## config.mk

```make
export PLATFORM = sky130hd
export DESIGN_NAME = i2s_tx_flat
export DESIGN_NICKNAME = d
export VERILOG_FILES = /design/src/rtl/i2s_tx_if.sv /design/src/rtl/i2s_tx.sv /design/src/flat_wrapper.sv
export SDC_FILE = /design/constraint.sdc
export NUM_CORES = 1
export LEC_CHECK = 0
export ABC_CLOCK_PERIOD_IN_PS = 2600
export BUFFER_PORTS_ARGS = -buffer_cell sky130_fd_sc_hd__buf_4
export CAP_MARGIN = 20
export CORE_MARGIN = 2
export CORE_UTILIZATION = 35
export CTS_CLUSTER_SIZE = 30
export DETAILED_ROUTE_END_ITERATION = 7
export MAX_ROUTING_LAYER = met4
export PLACE_DENSITY_LB_ADDON = 0.25
export RECOVER_POWER = 25
export SLEW_MARGIN = 0
export SYNTH_ARGS = -nofsm -noshare
export SYNTH_HDL_FRONTEND = slang
export SYNTH_SLANG_ARGS = --single-unit
```

## constraint.sdc

```tcl
create_clock -name clk -period 2.6 [get_ports clk]
set_input_delay 0.52 -clock clk [delete_from_list [all_inputs] [get_ports clk]]
set_output_delay 0.52 -clock clk [all_outputs]
set_load 0.01 [all_outputs]
```

## src/rtl/i2s_tx_if.sv

```systemverilog
// Upstream sample-pair handshake into the I2S transmitter.
// A pair transfers on any clk edge where sample_valid && sample_ready.
interface i2s_tx_if #(
  parameter int WIDTH = 24
);
  logic [WIDTH-1:0] left_in;
  logic [WIDTH-1:0] right_in;
  logic             sample_valid;
  logic             sample_ready;

  modport master (
    output left_in,
    output right_in,
    output sample_valid,
    input  sample_ready
  );

  modport slave (
    input  left_in,
    input  right_in,
    input  sample_valid,
    output sample_ready
  );
endinterface

```

## src/rtl/i2s_tx.sv

```systemverilog
// I2S DAC transmitter, 64-bck frame; one held pair feeds the shifter at each 63->0 wrap (MSB one bck after load).
// Ready is low while a pair is held; I2S_TX_UNDERRUN_HOLD_EN repeats the last pair on underrun instead of silence.
module i2s_tx #(
  parameter int WIDTH   = 24,
  parameter int BCK_DIV = 4
) (
  input  logic     clk,
  input  logic     reset_n,
  i2s_tx_if.slave  smp,
  output logic     scki,
  output logic     bck,
  output logic     lrck,
  output logic     dout,
  output logic     frame_start,
  output logic     underrun
);

  localparam int DW = (BCK_DIV > 1) ? $clog2(BCK_DIV) : 1;
  localparam logic [DW-1:0] DIV_LAST = DW'(BCK_DIV - 1);

  logic [DW-1:0]    div_q, div_d;
  logic             bck_q, bck_d;
  logic             scki_q;
  logic [5:0]       bitcnt_q, bitcnt_d;
  logic             lrck_q, lrck_d;
  logic             dout_q, dout_d;
  logic             fs_q, fs_d;
  logic             ur_q, ur_d;
  logic             full_q, full_d;
  logic             ready_q, ready_d;
  logic [WIDTH-1:0] hold_l_q, hold_r_q;
  logic [WIDTH-1:0] act_l_q, act_l_d;
  logic [WIDTH-1:0] act_r_q, act_r_d;

  logic             tick, fall, load, accept;
  logic [4:0]       slot;
  logic [4:0]       bit_idx;
  logic [WIDTH-1:0] word, shifted;

  always_comb begin
    tick     = (div_q == DIV_LAST);
    fall     = tick && bck_q;
    load     = fall && (bitcnt_q == 6'd63);
    accept   = smp.sample_valid && ready_q;

    div_d    = tick ? '0 : div_q + 1'b1;
    bck_d    = tick ? ~bck_q : bck_q;
    bitcnt_d = fall ? bitcnt_q + 6'd1 : bitcnt_q;

    act_l_d  = act_l_q;
    act_r_d  = act_r_q;
    if (load) begin
      if (full_q) begin
        act_l_d = hold_l_q;
        act_r_d = hold_r_q;
      end else begin
`ifdef I2S_TX_UNDERRUN_HOLD_EN
        act_l_d = act_l_q;
        act_r_d = act_r_q;
`else
        act_l_d = '0;
        act_r_d = '0;
`endif
      end
    end

    // Slot index is the post-increment count, so dout lags the slot boundary by one bck.
    slot    = bitcnt_d[4:0];
    word    = bitcnt_d[5] ? act_r_q : act_l_q;
    bit_idx = 5'(WIDTH - int'(slot));
    shifted = word >> bit_idx;

    lrck_d = lrck_q;
    dout_d = dout_q;
    if (fall) begin
      lrck_d = bitcnt_d[5];
      dout_d = (slot != 5'd0 && int'(slot) <= WIDTH) ? shifted[0] : 1'b0;
    end

    fs_d   = load;
    ur_d   = load && !full_q;

    full_d = full_q;
    if (load)   full_d = 1'b0;
    if (accept) full_d = 1'b1;
    ready_d = !full_d;
  end

  always_ff @(posedge clk or negedge reset_n) begin
    if (!reset_n) begin
      div_q    <= '0;
      bck_q    <= 1'b0;
      scki_q   <= 1'b0;
      bitcnt_q <= '0;
      lrck_q   <= 1'b0;
      dout_q   <= 1'b0;
      fs_q     <= 1'b0;
      ur_q     <= 1'b0;
      full_q   <= 1'b0;
      ready_q  <= 1'b1;
      hold_l_q <= '0;
      hold_r_q <= '0;
      act_l_q  <= '0;
      act_r_q  <= '0;
    end else begin
      div_q    <= div_d;
      bck_q    <= bck_d;
      scki_q   <= ~scki_q;
      bitcnt_q <= bitcnt_d;
      lrck_q   <= lrck_d;
      dout_q   <= dout_d;
      fs_q     <= fs_d;
      ur_q     <= ur_d;
      full_q   <= full_d;
      ready_q  <= ready_d;
      act_l_q  <= act_l_d;
      act_r_q  <= act_r_d;
      if (accept) begin
        hold_l_q <= smp.left_in;
        hold_r_q <= smp.right_in;
      end
    end
  end

  assign smp.sample_ready = ready_q;
  assign scki        = scki_q;
  assign bck         = bck_q;
  assign lrck        = lrck_q;
  assign dout        = dout_q;
  assign frame_start = fs_q;
  assign underrun    = ur_q;

endmodule

```

## src/flat_wrapper.sv

```systemverilog
// flat-port wrapper written by rule: the top's interface ports become plain ports
module i2s_tx_flat 
#(
  parameter int WIDTH   = 24,
  parameter int BCK_DIV = 4
)
  (clk, reset_n, scki, bck, lrck, dout, frame_start, underrun, smp_left_in, smp_right_in, smp_sample_valid, smp_sample_ready);
  i2s_tx_if #(.WIDTH(WIDTH)) smp_i ();
  input  logic clk;
  input  logic reset_n;
  output logic scki;
  output logic bck;
  output logic lrck;
  output logic dout;
  output logic frame_start;
  output logic underrun;
  input wire logic [$bits(smp_i.left_in)-1:0] smp_left_in;
  input wire logic [$bits(smp_i.right_in)-1:0] smp_right_in;
  input wire logic [$bits(smp_i.sample_valid)-1:0] smp_sample_valid;
  output wire logic [$bits(smp_i.sample_ready)-1:0] smp_sample_ready;
  assign smp_i.left_in = smp_left_in;
  assign smp_i.right_in = smp_right_in;
  assign smp_i.sample_valid = smp_sample_valid;
  assign smp_sample_ready = smp_i.sample_ready;
  i2s_tx #(.WIDTH(WIDTH), .BCK_DIV(BCK_DIV)) u_core (.clk(clk), .reset_n(reset_n), .smp(smp_i), .scki(scki), .bck(bck), .lrck(lrck), .dout(dout), .frame_start(frame_start), .underrun(underrun));
endmodule
```

==> metrics.md <==
| Metric | Value |
|---|---|
| Status | finished with violations |
| Failing checks | capacitance limit, slew limit |
| Critical Path RT | ~2800 ps |
| DRC Markers | 0 |
| 1st-pass router iterations | 4 |
| Fin crit share | 96.5% |
| Main area contributors after synthesis | dfrtp_1 56%, mux2_2 11%, nand2_1 8.2% |
| DRT antenna net count | 0 |
| VDD IR max | 0.278 mV |
| Yosys top cell area share | a little under three fifths |
| Crit path launch type | flip-flop |
| # placed instances | 664 |
| Minimum clock period | approximately 2500 ps |
| Slew Limit Headroom | -33.7% |
| H-tree levels | 3 |
| Crit path max fanout | 7 |
| Total die area | approximately 0.015 mm² |
| Finished Cell Area | 0.00602 mm² |
| Synth async-reset ratio | 100% |
| CP max stage delay | ~380 ps |
| Clock sink count | around 110 |
| Average size of a mapped cell | around 11 µm² |
| Placed Area | 0.00561 mm² |
| Initial Utilization | 35.6% |
| Sequential area share after synthesis | 57.0% |
| Iter 0 DRT Violations | 141 |
| Post-detailed-route wirelength per cell | 15.0 µm |
| # setup viols final | 0 |
| Ys flop type | dfrtp_1 |
| Chip width | 123 µm |
| Worst-margin pin slew | 2010 ps |
| Max-slew violation count | 36 |
| Fill count | approximately 1300 |
| Post-detail-place hpwl | 7130 µm |
| Critical path class | reg2reg |
| Clock Latency Late Sink | around 350 ps |
| Pwr Density | 518 mW/mm² |
| IO Count | 58 |
| Hold crit path type | in2reg |
| Via-to-Cell Ratio | 4.93 |
| Clock Pin Slew Worst Setup and Hold Paths | approximately 70 ps |
| Cell taking the most area after synthesis | dfrtp_1 |
| Yosys reg bits | about 110 |
| Synth unique cells | 49 |
| Critical Path End Type | flip-flop |
| Final WL | a little over 10000 µm |
| Hold buffers post-CTS | 0 |
| Synth top cells by count | 111 x dfrtp_1, 107 x nand2_1, 55 x nand3_1 |
| CTS tree | yes |
| Die Span Y | ~120 µm |
| Grt total ovfl | 0 |
| Vias | 3374 |
| Power Total | 3.12 mW |
| Hold WS | 392 ps |
| Initial antenna violation count | 0 |
| Clock Tree Buf Depth | 2 |
| Setup TNS | 0 ps |
| Post-synth EDFFs | 0 |
| Final-stage net count | 554 |
| Layout cells sized above 1 | 33.5% |
| Top delay family on crit path | compound AO/OA/AOI/OAI gates |
| Clock skew | 7.65 ps |
| Vias in the first global route | approximately 3500 |
| Leakage | 3.11 nW |
| Final hold violation count | 0 |
| Post-synthesis cell count | 437 |
| Syn. warnings | 0 |
| Global-route wire length before repair | 17500 µm |
| CTS buffer count | 9 |
| WP data arrival | around 2700 ps |
| P&R area growth vs syn | 22.3% |
| Worst Path Buf+Inv | 1 |
| Final GP Congestion | between 0.9 and 1 |
| N_diodes | 0 |
| Fmax | 0.398 GHz |
| Post-Syn Area | a little under 0.005 mm² |
| Gr usage total | 15.5% |
| # rows | 43 |
| Syn_nets | between 400 and 500 |
| Finished Layout Cells | 685 |
| Max cap viols | 1 |
| Worst-path cell chain | ha_1 -> buf_4 -> and4_2 -> a21boi_4 -> nor2_4 -> mux2_1 -> a41o_1 -> o41ai_4 -> a211oi_2 |
| Multi-input combinational cell area | between 0.002 and 0.0025 mm² |
| CP max-delay cell | dfrtp_1 |
| CTS root buf | clkbuf_16 |
| Core ar. | 0.0138 mm² |
| Most frequent cell after synthesis | dfrtp_1 |
| Reg area | 0.00281 mm² |
| I/O Buffers | between 50 and 60 |
| Largest net degree at the start of global routing | 51 |
==> cells by family (layout without fill, tap and decap cells) <==
logic type / count (synthesis) / after routing / share of synthesized area (%)
adder cells (fa/ha/maj): 3 / 3 / 0.763
AND/OR/NAND/NOR: 192 / 192 / 17.5
buffers and inverters: 35 / 103 / 2.90
AO/OA/AOI/OAI: 25 / 25 / 4.27
flip-flops: 112 / 112 / 57.0
multiplexers: 62 / 62 / 15.7
XOR/XNOR: 8 / 8 / 1.88
==> layout make-up <==
type	count	share of cell area [%]
Sequential cell	112	46.6
Multi-Input combinational cell	290	34.7
Clock buffer	13	4.16
Clock inverter	3	0.291
Inverter	9	0.561
Tap cell	180	3.74
Timing Repair Buffer	78	9.94
==> final timing paths <==
check,start,endpoint,slack [ps],cells past startpoint
setup / recovery,u_core.div_q[0]$_DFF_PN0_,u_core.dout$_DFFE_PN0P_,90,9
hold / removal,smp_right_in[4],u_core.hold_r_q[4]$_DFFE_PN0P_,390,2
setup reg to reg,u_core.div_q[0]$_DFF_PN0_,u_core.dout$_DFFE_PN0P_,90,9
hold reg to reg,u_core.scki$_DFF_PN0_,u_core.scki$_DFF_PN0_,430,1
max in group asynchronous,reset_n,u_core.bitcnt_q[0]$_DFF_PN0_,640,2
min in group asynchronous,reset_n,u_core.hold_l_q[17]$_DFFE_PN0P_,740,1
==> metrics by stage <==
stage               worst slack, ps  util (%)
floorplan                      54.9         -
global placement               89.1      40.5
detailed placement            -3.32      40.5
CTS                            25.2      42.6
global route                  -31.1      43.5
finish                         90.3      43.5
==> layout by cell type (no fill, tap or decap), types with 4 or more instances in the layout <==
| master | netlist | final |
|---|---|---|
| nand2_1 | 107 | 106 |
| mux4_2 | 7 | 7 |
| buf_4 | 0 | 75 |
| mux2_2 | 50 | 50 |
| and3_1 | 4 | 4 |
| nand3_1 | 55 | 54 |
| nor2_1 | 5 | 5 |
| o21ai_0 | 4 | 4 |
| clkbuf_16 | 0 | 9 |
| clkbuf_1 | 18 | 4 |
| nand2b_1 | 4 | 4 |
| inv_1 | 7 | 7 |
| nor3_1 | 5 | 5 |
| dfrtp_1 | 111 | 110 |
==> power breakdown <==
| group | total, mW | switching [mW] | internal, mW |
|---|---|---|---|
| clock | 1.28 | 0.607 | 0.675 |
| sequential | 1.74 | 0 | 1.74 |
| combinational | 0.0964 | 0.0445 | 0.0518 |
==> timing repair <==
item                                    in CTS  in global routing
pin swaps                                    0                  7
buffers inserted                             0                  5
resized for setup                            2                 14
endpoints found under the setup margin       1                  1
==> sequential cells by signal, indices dropped and copies added, names as in the netlist <==
signal / count
u_core.act_l_q: 24
u_core.act_r_q: 24
u_core.hold_l_q: 24
u_core.hold_r_q: 24
u_core.bitcnt_q: 6
u_core.div_q: 2
u_core.bck: 1
u_core.dout: 1
u_core.frame_start: 1
u_core.full_q: 1
u_core.lrck: 1
u_core.scki: 1
u_core.smp.sample_ready: 1
u_core.underrun: 1
==> metal layers <==
| layer | vias to the layer above | track usage [%] | part of all wire (%) |
|---|---|---|---|
| li1 | 1631 | - | - |
| met1 | 1670 | 21.6 | 48 |
| met2 | 58 | 22.2 | 47 |
| met3 | 15 | 3.39 | 3.2 |
| met4 | 0 | 6.11 | 1.8 |
| met5 | - | - | 0 |
(Power assumes the default switching activity.)
